### src/rtl/im_loader.sv
// im_loader: turns a framed byte stream into 16-bit instruction memory writes and holds the
// CPU while a load is in progress.
// Frame: header N (0 = 2^ADDR_W words), N {hi, lo} byte pairs, optional XOR checksum byte.
// Define IM_LOADER_CSUM_EN to require and verify the trailing checksum byte.
module im_loader #(
    parameter int unsigned       ADDR_W    = 8,
    parameter logic [ADDR_W-1:0] BASE_ADDR = '0
) (
    input  logic              clk,
    input  logic              rst_n,
    input  logic              start,
    input  logic [7:0]        in_data,
    input  logic              in_valid,
    output logic              in_ready,
    output logic              we,
    output logic [ADDR_W-1:0] waddr,
    output logic [15:0]       wdata,
    output logic              cpu_hold,
    output logic              done,
    output logic              error
);

    // One extra bit so that a header of 0 can count 2^ADDR_W words.
    localparam int unsigned RemW = ADDR_W + 1;

    typedef enum logic [2:0] {
        StIdle,
        StHdr,
        StHi,
        StLo,
        StWrite,
`ifdef IM_LOADER_CSUM_EN
        StCsum,
        StErr,
`endif
        StDone
    } state_t;

    state_t            state;
    logic [ADDR_W-1:0] addr;
    logic [RemW-1:0]   remaining;
    logic [7:0]        hi_byte;
    logic              xfer;

`ifdef IM_LOADER_CSUM_EN
    logic [7:0]        csum;
`endif

    assign xfer = in_valid && in_ready;

    // Registered {in_ready, cpu_hold, done} for the state being entered.
    function automatic logic [2:0] outs(input state_t s);
        unique case (s)
            StHdr, StHi, StLo: outs = 3'b110;
            StWrite:           outs = 3'b010;
`ifdef IM_LOADER_CSUM_EN
            StCsum:            outs = 3'b110;
            StErr:             outs = 3'b010;
`endif
            StDone:            outs = 3'b001;
            default:           outs = 3'b000;
        endcase
    endfunction

`ifndef IM_LOADER_CSUM_EN
    assign error = 1'b0;
`endif

    // Load sequencer: framing, word assembly, write strobe and status outputs.
    always_ff @(posedge clk) begin
        if (!rst_n) begin
            state                       <= StIdle;
            {in_ready, cpu_hold, done}  <= 3'b000;
            we                          <= 1'b0;
            waddr                       <= '0;
            wdata                       <= '0;
            addr                        <= '0;
            remaining                   <= '0;
            hi_byte                     <= '0;
`ifdef IM_LOADER_CSUM_EN
            csum                        <= '0;
            error                       <= 1'b0;
`endif
        end else begin
            we <= 1'b0;
            unique case (state)
                StIdle: begin
                    if (start) begin
                        state                      <= StHdr;
                        {in_ready, cpu_hold, done} <= outs(StHdr);
                    end
                end
                StHdr: begin
                    if (xfer) begin
                        remaining <= (in_data == 8'd0) ? (RemW'(1) << ADDR_W) : RemW'(in_data);
                        addr      <= BASE_ADDR;
`ifdef IM_LOADER_CSUM_EN
                        csum      <= '0;
`endif
                        state                      <= StHi;
                        {in_ready, cpu_hold, done} <= outs(StHi);
                    end
                end
                StHi: begin
                    if (xfer) begin
                        hi_byte <= in_data;
`ifdef IM_LOADER_CSUM_EN
                        csum    <= csum ^ in_data;
`endif
                        state                      <= StLo;
                        {in_ready, cpu_hold, done} <= outs(StLo);
                    end
                end
                StLo: begin
                    if (xfer) begin
                        // Strobe goes out during the WRITE cycle that follows.
                        we    <= 1'b1;
                        waddr <= addr;
                        wdata <= {hi_byte, in_data};
`ifdef IM_LOADER_CSUM_EN
                        csum  <= csum ^ in_data;
`endif
                        state                      <= StWrite;
                        {in_ready, cpu_hold, done} <= outs(StWrite);
                    end
                end
                StWrite: begin
                    addr      <= addr + ADDR_W'(1);
                    remaining <= remaining - RemW'(1);
                    if (remaining == RemW'(1)) begin
`ifdef IM_LOADER_CSUM_EN
                        state                      <= StCsum;
                        {in_ready, cpu_hold, done} <= outs(StCsum);
`else
                        state                      <= StDone;
                        {in_ready, cpu_hold, done} <= outs(StDone);
`endif
                    end else begin
                        state                      <= StHi;
                        {in_ready, cpu_hold, done} <= outs(StHi);
                    end
                end
`ifdef IM_LOADER_CSUM_EN
                StCsum: begin
                    if (xfer) begin
                        if (in_data == csum) begin
                            state                      <= StDone;
                            {in_ready, cpu_hold, done} <= outs(StDone);
                            error                      <= 1'b0;
                        end else begin
                            state                      <= StErr;
                            {in_ready, cpu_hold, done} <= outs(StErr);
                            error                      <= 1'b1;
                        end
                    end
                end
                StErr: begin
                    // CPU stays held here until a reload succeeds.
                    if (start) begin
                        state                      <= StHdr;
                        {in_ready, cpu_hold, done} <= outs(StHdr);
                        error                      <= 1'b0;
                    end
                end
`endif
                StDone: begin
                    if (start) begin
                        state                      <= StHdr;
                        {in_ready, cpu_hold, done} <= outs(StHdr);
                    end
                end
                default: begin
                    state                      <= StIdle;
                    {in_ready, cpu_hold, done} <= outs(StIdle);
                end
            endcase
        end
    end

endmodule

### config.mk
export PLATFORM = sky130hd
export DESIGN_NAME = im_loader
export DESIGN_NICKNAME = d
export VERILOG_FILES = /design/src/rtl/im_loader.sv
export SDC_FILE = /design/constraint.sdc
export NUM_CORES = 1
export LEC_CHECK = 0
export CAP_MARGIN = 20
export CORE_MARGIN = 5
export CORE_UTILIZATION = 41
export DETAILED_ROUTE_END_ITERATION = 10
export PLACE_DENSITY = 0.7
export SYNTH_ARGS = -nofsm -noshare
export SYNTH_HDL_FRONTEND = slang
export SYNTH_SLANG_ARGS = --single-unit
### constraint.sdc
create_clock -name clk -period 3 [get_ports clk]
set_input_delay 0.3 -clock clk [delete_from_list [all_inputs] [get_ports clk]]
set_output_delay 0.3 -clock clk [all_outputs]
set_load 0.02 [all_outputs]
==> results.json <==
{
  "syn-mean-instance-area_sq_um": 8.50,
  "crit_buf_inv": 0,
  "drc": 0,
  "antenna_found_initial": 0,
  "viasPerCell": 5.36,
  "postCtsSetupBuffers": 0,
  "synth_simple_gate_area_share": 0.237,
  "crit_required_ns": 3.23,
  "netlist_area_sq_um": 2370,
  "die_x_um": 86.1,
  "vias": 2059,
  "yosys_warnings": 0,
  "worstPathMaxFanout": 16,
  "maxSlewHeadroom": 0.454,
  "fin_skew_ns": 0.00566,
  "start_util": 0.426,
  "synth_top_family_by_area": "simple AND/OR/NAND/NOR gates",
  "dpl.cell_count": 376,
  "end_kind": "register",
  "htreeDepth": 2,
  "grt_pass1_wl_um": 9140,
  "hold_viol_final": 0,
  "cts_tree": "yes",
  "cts_root_buf": "clkbuf_8",
  "register_area_sq_um": 1120,
  "tns_ns": 0,
  "synthToLayoutAreaGrowth_pct": 20.9,
  "cpPeakStageDelay_ns": 0.65,
  "worst_pin_slew_ns": 0.817,
  "cp-start-kind": "register",
  "p_per_area_nw_per_um2": 457,
  "synth_nets": 294,
  "drv_slew": 0,
  "finalSetupViolations": 0,
  "synth_compound_area_frac": 0.172,
  "yosysTopAreaCellShare": 0.473,
  "peakVddDrop_v": 0.000203,
  "yosys-top-cells-area": "dfxtp_1, nand2_1, a21oi_1, nor2_1, mux2i_1",
  "synth_seq_area_share": 0.473,
  "synth.area.mux_share": 0.0385,
  "cp_top_family": "simple AND/OR/NAND/NOR gates",
  "core_sq_um": 5570,
  "synth_cells": 279,
  "worstSkewPairLatency_ns": 0.31,
  "rows": 27,
  "ctsResizeCount": 0,
  "n_antenna_cell": 0,
  "routed-wl-met3_um": 260,
  "period_needed_ns": 2.00,
  "wl_per_cell_um": 13.8,
  "num-nets-final": 326,
  "synth.cells.most_frequent": "dfxtp_1, nand2_1, a21oi_1",
  "grt_pass1_vias": 1991,
  "cts_buffers": 5,
  "port_buffers": 39,
  "cts_sinks": 56,
  "grt_use_total": 0.152,
  "power.static_leakage_uw": 0.000952,
  "io_pins": 41,
  "clkSlewWorstSetupHoldPaths_ns": 0.10,
  "status": "complete, no violations",
  "cp.arrival_ns": 2.22,
  "multi_input_area_sq_um": 1130,
  "crit_path_top_delay_cell": "nor3b_4",
  "drive_gt1_frac": 0.0641,
  "synth_edf_count": 0,
  "highest_layer": "met4",
  "dieArea_sq_um": 7410,
  "drt_iter0_drc": 92,
  "holdBufCountCts": 0,
  "gp_congestion": 0.821,
  "grt_max_degree": 26,
  "synthFlopType": "dfxtp_1",
  "yosysTopAreaCell": "dfxtp_1",
  "wirelength_um": 5290,
  "rsz0062_at_grt": "no",
  "wl_met2_um": 2440,
  "timing.fmax_mhz": 501,
  "synth_fa_ha_area_frac": 0.0158,
  "dp_hpwl_um": 3770,
  "post-route-period-util": 0.665,
  "drt.antenna.violating_nets": 0,
  "die_h_um": 86.1,
  "drt_pass1_iterations": 4,
  "worstSetupPathType": "register to register",
  "synthArstFlopShare": 0,
  "fill_cells": 554,
  "overflow": 0,
  "layout.cells.non_filler": 384,
  "path_cells": "nor3b_4, nand3_2, or3_1, a31oi_1",
  "synthXorXnorAreaFrac": 0.0111,
  "maxCapViolations": 0,
  "hold_class": "register to register",
  "cts.path.max_buffers": 2,
  "synth_seq_cells": 56,
  "wl_met1_um": 2500,
  "r2r_slack_ns": 1.00,
  "synthDistinctLibCells": 43
}
==> per-stage QoR <==
step	power, uW	instance area, sq um	utilization	hold slack [ns]	setup slack, ns
floorplan	869	2370	-	0.431	1.53
global placement	913	2780	0.498	0.444	0.933
detailed placement	916	2780	0.498	0.449	0.879
CTS	1330	2870	0.514	0.463	1.03
global route	1370	2870	0.514	0.484	0.832
finish	1310	2870	0.514	0.458	1.00
==> cells in the final DEF (no fill, tap or decap), drive strengths merged, types with 5 or more instances in the layout <==
cell / synthesis / routed
clkbuf: 8 / 5
dfxtp: 56 / 56
a21oi: 39 / 39
nand4: 5 / 5
nor2: 22 / 22
a31oi: 5 / 5
o21ai: 8 / 8
nor3: 6 / 6
clkdlybuf4s50: 0 / 39
nand2: 56 / 56
inv: 5 / 6
mux2i: 8 / 8
nand3: 9 / 9
==> kinds of logic after synthesis <==
logic type / Yosys count
DFF: 56
buffers and inverters: 23
and+or+nand+nor: 116
xor gates and xnor gates: 3
other: 1
adders and majority gates: 3
AOI/OAI and AO/OA: 68
muxes: 9
==> area by class of cell <==
cell class	instances	area share
clock buffers	5	0.0240
clock inverters	3	0.00785
inverters	6	0.00785
multi-input cells	200	0.394
flip-flops and latches	56	0.391
well taps	72	0.0314
repair buffers	42	0.144
==> metal layers <==
layer	vias up	global-route usage
met1	961	0.199
met3	10	0.0317
met2	49	0.247
met5	-	0
li1	1039	-
met4	0	0.0576
==> report_power, final <==
group / internal, uW / total [uW] / switching [uW]
combinational: 52.4 / 118 / 65.9
clock: 168 / 413 / 245
sequential: 756 / 780 / 23.8
==> registers in the layout, summed over array words and instances, names as in the netlist <==
| register | flops |
|---|---|
| addr | 8 |
| cpu_hold | 1 |
| done | 1 |
| hi_byte | 8 |
| in_ready | 1 |
| remaining | 9 |
| state | 3 |
| waddr | 8 |
| wdata | 16 |
| we | 1 |
==> worst min-delay path: stages, from the launching register on <==
cell,delay [ns]
dfxtp_1,0.32
nand2_1,0.05
a21oi_1,0.05
==> final timing paths <==
path,startpoint,end,cells past startpoint
setup / recovery,state[2]$_SDFFE_PN0P_,remaining[8]$_SDFFE_PN0P_,4
hold / removal,waddr[5]$_SDFFE_PN0P_,waddr[5]$_SDFFE_PN0P_,2
setup reg to reg,state[2]$_SDFFE_PN0P_,remaining[8]$_SDFFE_PN0P_,4
hold reg to reg,waddr[5]$_SDFFE_PN0P_,waddr[5]$_SDFFE_PN0P_,2
No activity file was read; power rests on OpenSTA's default activity.
